[config.mk]
export PLATFORM = sky130hd
export DESIGN_NAME = fetch_unit_flat
export DESIGN_NICKNAME = d
export VERILOG_FILES = /design/src/rtl/fetch_unit_pkg.sv /design/src/rtl/fetch_unit_if.sv /design/src/rtl/fetch_hold_reg.sv /design/src/rtl/fetch_unit.sv /design/src/flat_wrapper.sv
export SDC_FILE = /design/constraint.sdc
export NUM_CORES = 1
export LEC_CHECK = 0
export BUFFER_PORTS_ARGS = -buffer_cell sky130_fd_sc_hd__buf_4
export CAP_MARGIN = 20
export CORE_ASPECT_RATIO = 1.1
export CORE_UTILIZATION = 35
export DETAILED_ROUTE_END_ITERATION = 8
export GPL_TIMING_DRIVEN = 0
export PLACE_DENSITY = 0.66
export SYNTH_ARGS = -nofsm -noshare
export SYNTH_HDL_FRONTEND = slang
export SYNTH_SLANG_ARGS = --single-unit
[constraint.sdc]
create_clock -name clk -period 5.1 [get_ports clk]
set_input_delay 0.255 -clock clk [delete_from_list [all_inputs] [get_ports clk]]
set_output_delay 0.255 -clock clk [all_outputs]
set_load 0.05 [all_outputs]
[src/rtl/fetch_unit_pkg.sv]
// Shared definitions for the instruction-fetch stage.
//   fetch_state_e : FSM encoding (IDLE / REQ / WAIT)
//   NOP_INSTR     : canonical RV32 NOP (addi x0, x0, 0)
//   is_aligned    : word-alignment test on the two PC low bits
package fetch_unit_pkg;

  typedef enum logic [1:0] {
    IDLE = 2'd0,
    REQ  = 2'd1,
    WAIT = 2'd2
  } fetch_state_e;

  localparam logic [31:0] NOP_INSTR = 32'h0000_0013;

  function automatic logic is_aligned(input logic [1:0] lsb);
    return lsb == 2'b00;
  endfunction

endpackage

[src/rtl/fetch_unit_if.sv]
// Instruction-memory read bus with a req/gnt/rvalid handshake.
//   o_req    : fetch unit requests a read of o_addr
//   o_addr   : word address, bits [1:0] always 0
//   i_gnt    : memory accepted the request this cycle
//   i_rvalid : i_rdata carries the response
//   i_rdata  : instruction word
// Signal prefixes are from the fetch unit's point of view.
interface fetch_unit_if #(
  parameter int XLEN = 32
);

  logic            o_req;
  logic [XLEN-1:0] o_addr;
  logic            i_gnt;
  logic            i_rvalid;
  logic [XLEN-1:0] i_rdata;

  modport master (
    output o_req, o_addr,
    input  i_gnt, i_rvalid, i_rdata
  );

  modport slave (
    input  o_req, o_addr,
    output i_gnt, i_rvalid, i_rdata
  );

endinterface

[src/rtl/fetch_hold_reg.sv]
// One-entry tagged hold register for the most recent fetch response.
//   clk, rst : clock, asynchronous active-high reset
//   i_load   : capture i_tag / i_data and mark the entry valid
//   i_tag    : word address the response belongs to
//   i_data   : response data
//   i_pc     : PC to compare against the stored tag
//   o_hit    : entry valid and tag equals i_pc
//   o_data   : stored data (visible whether or not it hits)
module fetch_hold_reg #(
  parameter int XLEN = 32
) (
  input  logic            clk,
  input  logic            rst,
  input  logic            i_load,
  input  logic [XLEN-1:0] i_tag,
  input  logic [XLEN-1:0] i_data,
  input  logic [XLEN-1:0] i_pc,
  output logic            o_hit,
  output logic [XLEN-1:0] o_data
);

  logic            r_v;
  logic [XLEN-1:0] r_tag;
  logic [XLEN-1:0] r_data;

  // NOTE: non-blocking assignments in clocked blocks, so every register
  // samples pre-edge values regardless of statement order.
  // NOTE: tag and data are reset too, not just the valid bit: o_instr is
  // defined to read 0 out of reset, so this is not don't-care storage.
  always_ff @(posedge clk or posedge rst) begin
    if (rst) begin
      r_v    <= 1'b0;
      r_tag  <= '0;
      r_data <= '0;
    end else if (i_load) begin
      r_v    <= 1'b1;
      r_tag  <= i_tag;
      r_data <= i_data;
    end
  end

  // A stale response (PC moved on while in flight) simply fails this compare.
  assign o_hit  = r_v && (r_tag == i_pc);
  assign o_data = r_data;

endmodule

[src/rtl/fetch_unit.sv]
// Instruction-fetch stage between the core PC and instruction memory.
//   clk, rst : clock, asynchronous active-high reset
//   i_pc     : current PC from the core
//   o_instr  : instruction word held for the last completed fetch
//   o_valid  : o_instr belongs to i_pc (core fetch-stall qualifier)
//   o_fault  : sticky; misaligned PC or response timeout, cleared by rst
//   bus      : fetch_unit_if master port to instruction memory
// Only one transaction is ever outstanding; the hold register's tag
// compare is what discards responses for a PC the core has left.
module fetch_unit
  import fetch_unit_pkg::*;
#(
  parameter int XLEN         = 32,
  parameter int RESP_TIMEOUT = 255
) (
  input  logic            clk,
  input  logic            rst,
  input  logic [XLEN-1:0] i_pc,
  output logic [XLEN-1:0] o_instr,
  output logic            o_valid,
  output logic            o_fault,
  fetch_unit_if.master    bus
);

  localparam bit TO_EN = (RESP_TIMEOUT != 0);
  // Counter only has to reach RESP_TIMEOUT-1: the timeout fires on the
  // WAIT cycle that would make the count equal RESP_TIMEOUT.
  localparam int TW = (RESP_TIMEOUT > 1) ? $clog2(RESP_TIMEOUT) : 1;

  fetch_state_e    r_state;
  fetch_state_e    w_state_nxt;
  logic [XLEN-1:0] r_req_addr;
  logic [TW-1:0]   r_tcnt;
  logic            r_fault;

  logic            w_hit;
  logic            w_misalign;
  logic            w_start;
  logic            w_resp;
  logic            w_timeout;

  assign w_misalign = !is_aligned(i_pc[1:0]);
  assign w_start    = (r_state == IDLE) && !r_fault && !w_hit && !w_misalign;
  assign w_resp     = (r_state == WAIT) && bus.i_rvalid;
  // A response landing on the last allowed cycle still wins over the timeout.
  assign w_timeout  = TO_EN && (r_state == WAIT) && !bus.i_rvalid &&
                      (r_tcnt == TW'(RESP_TIMEOUT - 1));

  fetch_hold_reg #(.XLEN(XLEN)) u_hold (
    .clk    (clk),
    .rst    (rst),
    .i_load (w_resp),
    .i_tag  (r_req_addr),
    .i_data (bus.i_rdata),
    .i_pc   (i_pc),
    .o_hit  (w_hit),
    .o_data (o_instr)
  );

  assign o_valid = w_hit && !r_fault;
  assign o_fault = r_fault;

  // State register.
  always_ff @(posedge clk or posedge rst) begin
    if (rst) r_state <= IDLE;
    else     r_state <= w_state_nxt;
  end

  // Next-state logic.
  // NOTE: default assignment first, so no path leaves w_state_nxt
  // unassigned and no latch is inferred.
  always_comb begin
    w_state_nxt = r_state;
    unique case (r_state)
      IDLE:    if (w_start)              w_state_nxt = REQ;
      REQ:     if (bus.i_gnt)            w_state_nxt = WAIT;
      WAIT:    if (w_resp || w_timeout)  w_state_nxt = IDLE;
      default:                           w_state_nxt = IDLE;
    endcase
  end

  // Outputs: address comes from the captured register, so a PC change
  // while in REQ never retracts or alters the in-flight request.
  always_comb begin
    bus.o_req  = (r_state == REQ);
    bus.o_addr = r_req_addr;
  end

  // Request address, WAIT-cycle counter, sticky fault.
  always_ff @(posedge clk or posedge rst) begin
    if (rst) begin
      r_req_addr <= '0;
      r_tcnt     <= '0;
      r_fault    <= 1'b0;
    end else begin
      if (w_start) r_req_addr <= {i_pc[XLEN-1:2], 2'b00};

      if ((r_state == WAIT) && !w_resp && !w_timeout) r_tcnt <= r_tcnt + 1'b1;
      else                                            r_tcnt <= '0;

      if (w_timeout || ((r_state == IDLE) && w_misalign)) r_fault <= 1'b1;
    end
  end

endmodule

[src/flat_wrapper.sv]
// flat-port wrapper written by rule: the top's interface ports become plain ports
module fetch_unit_flat import fetch_unit_pkg::*;
#(
  parameter int XLEN         = 32,
  parameter int RESP_TIMEOUT = 255
)
  (clk, rst, i_pc, o_instr, o_valid, o_fault, bus_o_req, bus_o_addr, bus_i_gnt, bus_i_rvalid, bus_i_rdata);
  fetch_unit_if #(.XLEN(XLEN)) bus_i ();
  input  logic clk;
  input  logic rst;
  input  logic [XLEN-1:0] i_pc;
  output logic [XLEN-1:0] o_instr;
  output logic o_valid;
  output logic o_fault;
  output wire logic [$bits(bus_i.o_req)-1:0] bus_o_req;
  output wire logic [$bits(bus_i.o_addr)-1:0] bus_o_addr;
  input wire logic [$bits(bus_i.i_gnt)-1:0] bus_i_gnt;
  input wire logic [$bits(bus_i.i_rvalid)-1:0] bus_i_rvalid;
  input wire logic [$bits(bus_i.i_rdata)-1:0] bus_i_rdata;
  assign bus_o_req = bus_i.o_req;
  assign bus_o_addr = bus_i.o_addr;
  assign bus_i.i_gnt = bus_i_gnt;
  assign bus_i.i_rvalid = bus_i_rvalid;
  assign bus_i.i_rdata = bus_i_rdata;
  fetch_unit #(.XLEN(XLEN), .RESP_TIMEOUT(RESP_TIMEOUT)) u_core (.clk(clk), .rst(rst), .i_pc(i_pc), .o_instr(o_instr), .o_valid(o_valid), .o_fault(o_fault), .bus(bus_i));
endmodule
* After elaboration in Yosys (flattened, before gate mapping) *
Index checks and enable logic that the tools add are counted.
W data, S select, Z words.

word-level totals
  register bits after elaboration = 104
  logic and storage cells = 42
  output and inout bits = 67
  input port bits = 68

cells by class
  reduce and logical (&&, ||, !) cells = 22
  equal/unequal tests = 7
  add/subtract/negate cells = 1
  muxes and demuxes = 5

operators with widths
  operator               number
  $eq A32 B32 Y1         1
  $logic_and A1 B1 Y1    11
  $add A8 B1 Y8 const B  1
  $eq A8 B8 Y1 const B   1
  $mux W8                1
  $logic_not A1 Y1       6
  $mux W2                3
  $pmux W2 S3            1
  $logic_not A2 Y1       2
  $ne A2 B1 Y1 const B   2
  $reduce_and A3 Y1      1
  $eq A2 B1 Y1 const B   1
  $eq A2 B2 Y1 const B   1
  $logic_or A1 B1 Y1     2
  $ne A2 B2 Y1 const B   1

* Longest topological paths before layout *
Gate-level depths: netlist (run 1).

  depth after elaboration = 7
  gate-level depth with buffers = 6

* By module *
Synthesis (run 1) repeated with hierarchy kept, for this count alone.

unflattened totals
  cells, all modules = 305
  area, all modules = 4574.4 um2

by module, submodules not included
  module          cells an instance  area each (um2)  instances
  fetch_hold_reg  182                2760.1           1
  fetch_unit      123                1814.2           1

* Worst setup path after synthesis (run 1) *
No wires, ideal clock.

  path kind = register -> output
  start = reg u_core.u_hold.r_tag[30]
  end = out o_valid
  data required time = 4.845 ns
  stages on the path, launching flop included = 5
  path buffers = 0
  setup slack = 2.380 ns
  arrival time = 2.465 ns
  path through = dfrtp_1 -> xor2_1 -> nor4_1 -> nand2_1 -> nor4_1

between the ends
  cells in the longest elaborated chain, start to end = 3

RTL lines
  element                 RTL line              text
  start, declared         fetch_hold_reg.sv:23  logic [XLEN-1:0] r_tag;
  start signal, assigned  fetch_hold_reg.sv:37  r_tag <= i_tag;
  $eq A32 B32 Y1          fetch_hold_reg.sv:43  assign o_hit = r_v && (r_tag == i_pc);
  $logic_and A1 B1 Y1     fetch_hold_reg.sv:43
  $logic_and A1 B1 Y1     fetch_unit.sv:60      assign o_valid = w_hit && !r_fault;
  end, declared           flat_wrapper.sv:13    output logic o_valid;

No other way between the ends.

* Worst setup path in the final report (run 1) *
  start = reg u_core.u_hold.r_tag[18]
  end = out o_valid

Same word-level chain as after synthesis.

==> metrics.csv, run 1 <==
stage;metric;value;unit
run_status;status;completed;
worst_setup_path;critPathRequiredTime;4850;ps
sta;setup_viol;0;
floorplanning;io_pins;135;
cts;path_clk_slew;70;ps
cts;cts_tree;done;
cts;h-tree-depth;3;
cts;clock_latency;330;ps
power;ir_drop;0.000191;V
global_route;grt_pass1_wl;14400;um
layout;antenna_cells;0;
synth;synth_seq_area_share;60.2;%
global_route;grt_util_all_layers;14.8;%
layout;final_nets;510;
sta;clock_skew;5.14;ps
worst_setup_path;path_buf_inv;1;
worst_setup_path;max_stage_delay;380;ps
worst_setup_path;cp_slowest_cell;dfrtp_1;
sta;maxSlewViolCount;0;
drt;avgRoutedWirePerCell;15.3;um
drt;drtIter0Drc;45;
drt;dr.pass1.iters;4;
flow_run;cap_violations;0;
sta;timing.fmax;0.428;GHz
placed_design;gp_congestion;0.685;
worst_setup_path;crit_top_cell;nor4_1;
layout;syn2layout_area_growth;36.4;%
global_route;grt_max_degree;57;
min_path;hp-class;in -> async;
layout;finalCoreUtilization;49.0;%
drt;ant_nets;0;
drt;drcViolationCount;0;
global_route;first_global_vias;2992;
synth;syn_inst;295;
drt;routed_wl;9150;um
worst_setup_path;crit_arrival;2080;ps
cts;ctsResizeCount;0;
worst_setup_path;cp_max_fo;2;
drt;routed-via-count;2801;
worst_setup_path;crit_chain;xor2_1 -> nor4_1 -> nand4_1 -> nor4_1 -> buf_4;
layout;fin_cells;599;
sta;period_needed;2330;ps
cts;cts.path.max_buffers;2;
synth;ys_ff_latch;104;
power;p_leak;3.10;nW
layout;drive_gt1_share;56.9;%
placed_design;dp.cells;583;
cts;cts_root_buffer;clkbuf_16;
worst_setup_path;start_kind;flip-flop;
floorplanning;fp-row-count;42;
cts;numCtsBuffers;9;
sta;rsz0062_at_grt;no;
synth;synth_top_cell_by_area;dfrtp_1;
floorplanning;core;0.0120;mm2
sta;min_period_over_period;45.8;%
synth;syn_area_per_cell;14.7;um2
global_route;grt_remaining_overflow;0;
cts;cts_hold_buf;0;
worst_setup_path;criticalPathCategory;reg -> out;
floorplanning;start_util;36.0;%
floorplanning;die_x;108;um
sta;fin_tns_setup;0;ps
cts;cts.sinks;104;
floorplanning;dieArea;0.0128;mm2
cts;cts_setup_buffers;0;
sta;tightest_slew;631;ps
worst_setup_path;crit_path_end_kind;output pin;
sta;hold_viol;0;
placed_design;io_buffer_count;132;
synth;ys_warn_count;0;
power;powerDensity;369;mW/mm2
drt;vias_per_cell;4.68;
worst_setup_path;cpLargestDelayFamily;simple AND/OR/NAND/NOR gates;
synth;synth_cell_types;30;
synth;syn_area;0.00433;mm2
synth;ys_top_cells_by_area;dfrtp_1 60%, mux2_2 24%, xor2_1 7.1%;
synth;synth_top_cell_area_share;60.2;%
sta;max_slew_margin;58.0;%
placed_design;place_hpwl;6810;um
floorplanning;die_h;119;um
global_route;antenna_found_initial;0;
[flip-flops by register name, indices dropped and copies added, names as in the netlist]
name                  flops
u_core.r_tcnt             8
u_core.u_hold.r_v         1
u_core.u_hold.o_data     32
u_core.o_fault            1
u_core.r_state            2
u_core.bus.o_addr        30
u_core.u_hold.r_tag      30
[worst reg2reg max path, stage by stage (launching register included)]
cell and delay, ps:
dfrtp_1 380, xor2_1 160, nor4_1 380, nand4_1 280, o21ai_2 360, buf_6 230, mux2_2 350
[power breakdown]
group / leakage, nW / internal (W) / switching [W]
logic: 1.53 / 0.000165 / 0.000276
registers: 1.40 / 0.000895 / 0.0000418
clock network: 0.172 / 0.000506 / 0.000294
total: 3.10 / 0.00157 / 0.000612
[Yosys cell counts]
cell type	number
xor2_1	35
nand3b_1	1
nor3_1	1
buf_6	3
conb_1	1
nand2b_1	2
mux2_1	1
nand4_1	4
dfrtp_1	104
nor4_2	1
o21ai_2	1
clkbuf_1	2
nor4_1	7
nor3b_1	1
ha_1	2
nand2_1	6
and3_1	1
o21bai_1	1
and4_1	1
nor2_1	11
inv_1	3
buf_2	5
a21oi_1	1
buf_4	2
mux2_2	91
o21ai_0	1
or3b_1	1
nor4b_1	1
xnor2_1	1
nand3_1	3
[layout by cell type (no fill, tap or decap), types with 2 or more instances in the layout]
cell	instances
clkbuf_16	9
ha_1	2
bufinv_16	3
nand3_1	3
inv_1	2
nand2_1	6
nand2b_1	2
dfrtp_1	104
nand4_1	4
conb_1	2
mux2_2	91
nor4_1	7
buf_2	5
buf_4	134
xor2_1	35
clkbuf_8	2
nor2_1	11
buf_6	3
clkbuf_1	2
[routing by layer]
| layer | global-route usage, % | wire length [um] |
|---|---|---|
| met5 | 0 | 0 |
| met4 | 4.37 | 89 |
| met3 | 5.52 | 770 |
| met2 | 24.2 | 4460 |
| met1 | 18.2 | 3830 |
[kinds of logic (layout without fill, tap and decap cells)]
| logic type | after synthesis | count (layout) | share of synthesized area [%] |
|---|---|---|---|
| AND/OR/NAND/NOR | 41 | 41 | 5.21 |
| adder cells (fa/ha/maj) | 2 | 2 | 0.578 |
| AO/OA/AOI/OAI | 4 | 4 | 0.607 |
| other | 1 | 2 | 0.0867 |
| buffers and inverters | 15 | 164 | 2.14 |
| flip-flops | 104 | 104 | 60.2 |
| XOR/XNOR | 36 | 36 | 7.29 |
| multiplexers | 92 | 92 | 23.9 |
[area by class of cell]
class / count / area [um2]
fillers: 1086 / 6130
flip-flops and latches: 104 / 2600
multi-input cells: 177 / 1640
repair buffers: 133 / 1020
clock buffers: 11 / 253
well taps: 154 / 193
clock inverters: 5 / 103
plain buffers: 12 / 81.3
inverters: 3 / 13.8
[final timing paths]
check	start	endpoint	slack [ps]	cells past startpoint
max	u_core.u_hold.r_tag[18]$_DFFE_PP0P_	o_valid	2770	5
min	rst	u_core.u_hold.o_data[10]$_DFFE_PP0P_	0.4	2
max reg2reg	u_core.u_hold.r_tag[18]$_DFFE_PP0P_	u_core.bus.o_addr[2]$_DFFE_PP0P_	2840	6
min reg2reg	u_core.u_hold.r_v$_DFFE_PP0P_	u_core.u_hold.r_v$_DFFE_PP0P_	470	1
max in group asynchronous	rst	u_core.u_hold.r_tag[18]$_DFFE_PP0P_	4410	3
min in group clk	bus_i_gnt	u_core.r_state[0]$_DFFE_PP0P_	120	2
[per-stage QoR]
step	hold WS [ps]	setup WS, ps	total power [W]	instance area [um2]
6_report	0.396	2770	0.00218	5900
2_1_floorplan	363	2110	0.00123	4330
4_1_cts	21.3	2700	0.00221	5900
3_3_place_gp	441	925	0.00139	5510
3_5_place_dp	389	2800	0.00140	5540
5_1_grt	41.8	2540	0.00226	5900
No activity file was read; power rests on OpenSTA's default activity.
==> inputs of run 2 (changes only) <==
- PLACE_DENSITY: 0.66 -> 0.68
- clock period: 5.1 -> 1.9 ns (I/O delays scaled with it)
==> metrics.csv, run 2 (synthesis gave the netlist of run 1 again) <==
stage;metric;value;unit;change
run_status;status;complete, but fails checks;;
run_status;violations;negative setup slack;;
cts;path_clk_slew;70;ps;about the same
sta;rsz0062_at_grt;yes;;
global_route;use_met1;20.8;%;+2.6 points
floorplanning;dieArea;0.0128;mm2;unchanged
layout;antenna_cells;0;;unchanged
drt;routed-via-count;3052;;+9.0%
power;p_leak;3.39;nW;+9.4%
cts;cts.sinks;104;;unchanged
min_path;min_from;i_pc[26];;
placed_design;dp_slack;-572;ps;-3370 ps
worst_setup_path;reg2reg_slack;-220;ps;-3060 ps
layout;mostFrequentLayoutCells;137 x buf_4, 104 x dfrtp_1, 90 x mux2_2, 56 x dlygate4sd3_1, 33 x xor2_1;;
sta;min_period_over_period;111;%;
worst_setup_path;cp_max_fo;10;;+8
layout;largest_reg_flops;32;;unchanged
power;powerDensity;864;mW/mm2;+130%
floorplanning;die_h;119;um;unchanged
layout;syn2layout_area_growth;53.0;%;
sta;clock_skew;7.74;ps;+2.59 ps
layout;drive_gt1_share;53.3;%;-3.6 points
layout;final_nets;573;;+12%
global_route;grt_pass1_wl;16400;um;+14%
layout;fin_cells;661;;+10%
global_route;groute.layer.met2.usage;28.1;%;+3.9 points
worst_setup_path;max_stage_delay;390;ps;about the same
worst_setup_path;criticalPathCategory;reg -> reg;;
drt;vias_per_cell;4.62;;-1.3%
global_route;antenna_found_initial;0;;unchanged
flow_run;cap_violations;0;;unchanged
cts;cts.path.max_buffers;2;;unchanged
min_path;whs_endpoint;u_core.bus.o_addr[26]$_DFFE_PP0P_;;
power;ir_drop;0.000536;V;+180%
floorplanning;die_x;108;um;unchanged
drt;drcViolationCount;0;;unchanged
min_path;hold_path_depth;2;;
sta;timing.fmax;0.472;GHz;
placed_design;gp_congestion;0.719;;+4.9%
floorplanning;core;0.0120;mm2;unchanged
sta;hold_viol;0;;unchanged
layout;layout_commonest_cell;buf_4;;
drt;ant_nets;0;;unchanged
sta;setup_viol;31;;+31
worst_setup_path;cpLargestDelayFamily;simple AND/OR/NAND/NOR gates;;
global_route;top_usage_layer;met2;;
cts;numCtsBuffers;9;;unchanged
global_route;grt_max_degree;44;;-23%
worst_setup_path;path_buf_inv;3;;+2
drt;drtIter0Drc;62;;+38%
worst_setup_path;crit_top_cell;buf_12;;
sta;setup_slack;-218;ps;-2980 ps
worst_setup_path;crit_arrival;2330;ps;+250 ps
placed_design;dp.cells;584;;+0.17%
cts;h-tree-depth;3;;unchanged
worst_setup_path;r2r-start;u_core.u_hold.r_tag[12]$_DFFE_PP0P_;;
drt;dr.pass1.iters;4;;unchanged
floorplanning;fp-row-count;42;;unchanged
worst_setup_path;crit_chain;xor2_1 -> nor4_2 -> nand4_1 -> buf_4 -> o21ai_4 -> buf_12 -> buf_12 -> mux2_2;;
sta;max_slew_margin;59.2;%;+1.3 points
drt;avgRoutedWirePerCell;15.1;um;-1.3%
cts;cts_root_buffer;clkbuf_16;;
worst_setup_path;crit_path_end_kind;flip-flop;;
min_path;hp-class;in -> reg;;
worst_setup_path;cp_slowest_cell;dfrtp_1;;
global_route;grt_remaining_overflow;0;;unchanged
global_route;grt_util_all_layers;16.7;%;+1.9 points
placed_design;place_hpwl;6650;um;-2.4%
worst_setup_path;reg2reg_to;u_core.bus.o_addr[7]$_DFFE_PP0P_;;
drt;routed_wl;9970;um;+9.0%
cts;clock_latency;340;ps;about the same
sta;tightest_slew;603;ps;-27.7 ps
floorplanning;io_pins;135;;unchanged
worst_setup_path;reg2reg_depth;8;;+2
placed_design;io_buffer_count;132;;unchanged
worst_setup_path;critPathRequiredTime;2120;ps;-2730 ps
floorplanning;start_util;36.0;%;unchanged
sta;maxSlewViolCount;0;;unchanged
cts;cts_tree;done;;
layout;fill_cells;990;;-8.8%
global_route;use_met3;4.14;%;-1.4 points
sta;period_needed;2120;ps;
global_route;first_global_vias;3320;;+11%
worst_setup_path;start_kind;flip-flop;;
run 2: repair_timing:
item | in CTS | in global routing
endpoints found under the setup margin | 63 | 32
resized for setup | 22 | 0
setup buffers | 4 | 2
pin swaps | 6 | 9
cloned | 1 | 0
hold endpoints to repair | 77 | 0
hold buffers | 56 | 0
run 2: report_power, final:
group,internal (W),total (W),leakage (nW),switching (W)
logic,0.000532,0.00132,1.85,0.000788
clock network,0.00109,0.00189,0.144,0.000799
registers,0.00240,0.00251,1.40,0.000114
run 2: area by class of cell:
class / count / area (um2) / area share (%)
Buffer: 11 / 96.3 / 1.46
Clock buffer: 11 / 253 / 3.82
Clock inverter: 4 / 53.8 / 0.813
Inverter: 3 / 15.0 / 0.227
Multi-Input combinational cell: 177 / 1740 / 26.3
Sequential cell: 104 / 2600 / 39.3
Tap cell: 154 / 193 / 2.91
Timing Repair Buffer: 197 / 1670 / 25.2
run 2: layer usage:
layer	vias to the layer above	wire length (um)	part of all wire (%)
met2	91	5070	51
met4	0	158	1.6
met5	-	0	0
met3	13	523	5.2
li1	1431	-	-
met1	1517	4220	42
run 2: how the worst max path moves through the flow:
| stage | startpoint | to | slack [ps] | cells after the start |
|---|---|---|---|---|
| after floorplan | u_core.u_hold.r_tag[18]$_DFFE_PP0P_ | u_core.bus.o_addr[21]$_DFFE_PP0P_ | 20 | 6 |
| after global placement | u_core.u_hold.r_tag[6]$_DFFE_PP0P_ | u_core.bus.o_addr[3]$_DFFE_PP0P_ | -520 | 6 |
| after detailed placement | u_core.u_hold.r_tag[6]$_DFFE_PP0P_ | u_core.bus.o_addr[28]$_DFFE_PP0P_ | -570 | 6 |
| after CTS | u_core.u_hold.r_tag[6]$_DFFE_PP0P_ | u_core.bus.o_addr[7]$_DFFE_PP0P_ | -200 | 7 |
| after global routing | u_core.u_hold.r_tag[19]$_DFFE_PP0P_ | u_core.bus.o_addr[10]$_DFFE_PP0P_ | -310 | 7 |
| final | u_core.u_hold.r_tag[12]$_DFFE_PP0P_ | u_core.bus.o_addr[7]$_DFFE_PP0P_ | -220 | 8 |
run 2: through the flow:
stage | instance area [um2] | hold slack (ps) | power, W | setup TNS (ps) | utilization, %
floorplan | 4350 | 203 | 0.00331 | 0 | -
global placement | 5530 | 306 | 0.00372 | -25690 | 46.0
detailed placement | 5570 | 159 | 0.00376 | -18800 | 46.3
CTS | 6610 | 2.13 | 0.00579 | -5790 | 54.9
global route | 6620 | 6.89 | 0.00597 | -9010 | 55.0
finish | 6620 | 15.3 | 0.00572 | -6230 | 55.0
==> inputs of run 3 (changes only) <==
- clock period: 1.9 -> 1.78 ns (I/O delays scaled with it)
==> metrics.csv, run 3 (synthesis gave the netlist of run 1 again) <==
stage;metric;value;unit;change
run_status;status;complete, but fails checks;;
run_status;violations;negative setup slack;;
flow_run;cap_violations;0;;unchanged
drt;drtIter0Drc;45;;-27%
sta;setup_slack;-322;ps;-103 ps
worst_setup_path;reg2reg_slack;-320;ps;-100 ps
cts;cts_tree;done;;
power;ir_drop;0.000509;V;-5.1%
placed_design;io_buffer_count;132;;unchanged
global_route;use_met3;4.47;%;+0.33 points
worst_setup_path;reg2reg_to;u_core.bus.o_addr[9]$_DFFE_PP0P_;;
layout;layout_commonest_cell;buf_4;;
power;powerDensity;863;mW/mm2;-0.10%
sta;setup_viol;32;;+3.2%
sta;timing.fmax;0.476;GHz;+0.79%
floorplanning;core;0.0120;mm2;unchanged
drt;routed-via-count;3151;;+3.2%
drt;dr.pass1.iters;6;;+2
placed_design;post_dp_cell_area;0.00558;mm2;+0.20%
min_path;hp-class;in -> reg;;
global_route;grt_pass1_wl;16600;um;+1.1%
global_route;antenna_found_initial;0;;unchanged
layout;fin_area;0.00682;mm2;+3.1%
global_route;first_global_vias;3314;;-0.18%
cts;numCtsBuffers;9;;unchanged
layout;fin_cells;673;;+1.8%
drt;routed_wl;10800;um;+8.6%
cts;cts.sinks;104;;unchanged
power;p_leak;3.57;nW;+5.2%
drt;vias_per_cell;4.68;;+1.4%
floorplanning;dieArea;0.0128;mm2;unchanged
min_path;hold_path_depth;4;;+2
layout;final_nets;585;;+2.1%
drt;drcViolationCount;0;;unchanged
layout;antenna_cells;0;;unchanged
global_route;grt_remaining_overflow;0;;unchanged
cts;path_clk_slew;70;ps;about the same
sta;fin_tns_setup;-9400;ps;-3160 ps
layout;mostFrequentLayoutCells;138 x buf_4, 104 x dfrtp_1, 64 x dlygate4sd3_1, 63 x mux2_2, 34 x xor2_1;;
global_route;groute.layer.met2.usage;28.4;%;+0.32 points
drt;ant_nets;0;;unchanged
layout;largest_reg_flops;32;;unchanged
sta;maxSlewViolCount;0;;unchanged
cts;cts_root_buffer;clkbuf_16;;
sta;clock_skew;8.86;ps;+1.12 ps
floorplanning;io_pins;135;;unchanged
floorplanning;start_util;36.0;%;unchanged
layout;fill_cells;992;;+0.20%
sta;whs;120;ps;+105 ps
layout;syn2layout_area_growth;57.7;%;
worst_setup_path;crit_path_end_kind;flip-flop;;
sta;hold_viol;0;;unchanged
placed_design;place_hpwl;6850;um;+3.1%
worst_setup_path;reg2reg_depth;8;;unchanged
global_route;use_met1;21.1;%;+0.38 points
cts;clock_latency;340;ps;about the same
worst_setup_path;start_kind;flip-flop;;
floorplanning;die_x;108;um;unchanged
min_path;whs_endpoint;u_core.o_fault$_DFFE_PP0P_;;
worst_setup_path;crit_arrival;2320;ps;about the same
worst_setup_path;critPathRequiredTime;2000;ps;-120 ps
sta;tightest_slew;589;ps;-13.5 ps
global_route;top_usage_layer;met2;;
global_route;grt_util_all_layers;17.0;%;+0.30 points
worst_setup_path;cp_max_fo;7;;-3
cts;cts.path.max_buffers;2;;unchanged
sta;rsz0062_at_grt;yes;;
worst_setup_path;r2r-start;u_core.u_hold.r_tag[10]$_DFFE_PP0P_;;
global_route;grt_max_degree;42;;-4.5%
sta;min_period_over_period;118;%;+6.6 points
placed_design;dp.cells;584;;unchanged
layout;drive_gt1_share;52.6;%;-0.65 points
sta;max_slew_margin;60.6;%;+1.4 points
min_path;min_from;bus_i_rvalid;;
cts;h-tree-depth;3;;unchanged
placed_design;gp_congestion;0.700;;-2.7%
drt;avgRoutedWirePerCell;16.1;um;+6.7%
worst_setup_path;criticalPathCategory;reg -> reg;;
sta;period_needed;2100;ps;-16.5 ps
floorplanning;die_h;119;um;unchanged
floorplanning;fp-row-count;42;;unchanged
==> run 3: cell count changes in the layout (fill, tap and decap cells not counted), sizes merged <==
| cell | before | now |
|---|---|---|
| clkinv | 1 | 3 |
| buf | 151 | 152 |
| bufinv | 1 | 0 |
| clkbuf | 12 | 15 |
| clkinvlp | 3 | 2 |
| dlygate4sd3 | 56 | 64 |
==> run 3: area by class of cell <==
class / count / area, um2 / area share [%]
Multi-Input combinational cell: 177 / 1820 / 26.7
Buffer: 11 / 105 / 1.54
Tap cell: 154 / 193 / 2.82
Sequential cell: 104 / 2600 / 38.1
Clock buffer: 11 / 233 / 3.41
Timing Repair Buffer: 209 / 1830 / 26.8
Clock inverter: 4 / 22.5 / 0.330
Inverter: 3 / 15.0 / 0.220
==> run 3: metal layers <==
metal  wire length, um  vias up
li1                  -     1460
met1              4580     1593
met2              5520       85
met3               571       13
met4               157        0
met5                 0        -
==> run 3: how the worst max path moves through the flow <==
stage	start	endpoint	cells after the start	slack (ps)
after floorplan	u_core.u_hold.r_tag[4]$_DFFE_PP0P_	u_core.bus.o_addr[22]$_DFFE_PP0P_	6	-70
after global placement	u_core.u_hold.r_tag[25]$_DFFE_PP0P_	u_core.bus.o_addr[5]$_DFFE_PP0P_	6	-570
after detailed placement	u_core.u_hold.r_tag[6]$_DFFE_PP0P_	u_core.bus.o_addr[12]$_DFFE_PP0P_	6	-590
after CTS	u_core.u_hold.r_tag[4]$_DFFE_PP0P_	u_core.bus.o_addr[12]$_DFFE_PP0P_	6	-320
after global routing	u_core.u_hold.r_tag[10]$_DFFE_PP0P_	u_core.bus.o_addr[8]$_DFFE_PP0P_	8	-410
final	u_core.u_hold.r_tag[10]$_DFFE_PP0P_	u_core.bus.o_addr[9]$_DFFE_PP0P_	8	-320
==> run 3: repair_timing <==
item / in CTS / in global routing
setup endpoints to repair: 92 / 32
pin swaps: 4 / 8
endpoints found under the hold margin: 89 / 0
gates resized for setup: 10 / 37
hold buffers: 64 / 0
cloned: 0 / 3
buffers inserted: 6 / 2
==> run 3: critical path: stages (launching register included) <==
cell and delay [ps]:
dfrtp_1 390, xor2_1 170, nor4_2 320, nand4_1 140, buf_6 160, o21ai_4 160
buf_12 170, clkbuf_16 160, mux2_4 290
==> run 3: report_power, final <==
part | total (W) | switching [W] | internal [W] | leakage [nW]
sequential | 0.00269 | 0.000128 | 0.00256 | 1.40
clock | 0.00176 | 0.000829 | 0.000934 | 0.125
combinational | 0.00144 | 0.000836 | 0.000600 | 2.05
total | 0.00589 | 0.00179 | 0.00410 | 3.57
==> run 3: through the flow <==
stage | utilization (%) | power (W) | setup slack (ps)
3_5_place_dp | 46.4 | 0.00401 | -592
3_3_place_gp | 46.1 | 0.00397 | -569
2_1_floorplan | - | 0.00353 | -69.8
5_1_grt | 56.7 | 0.00616 | -408
6_report | 56.7 | 0.00589 | -322
4_1_cts | 54.7 | 0.00592 | -321
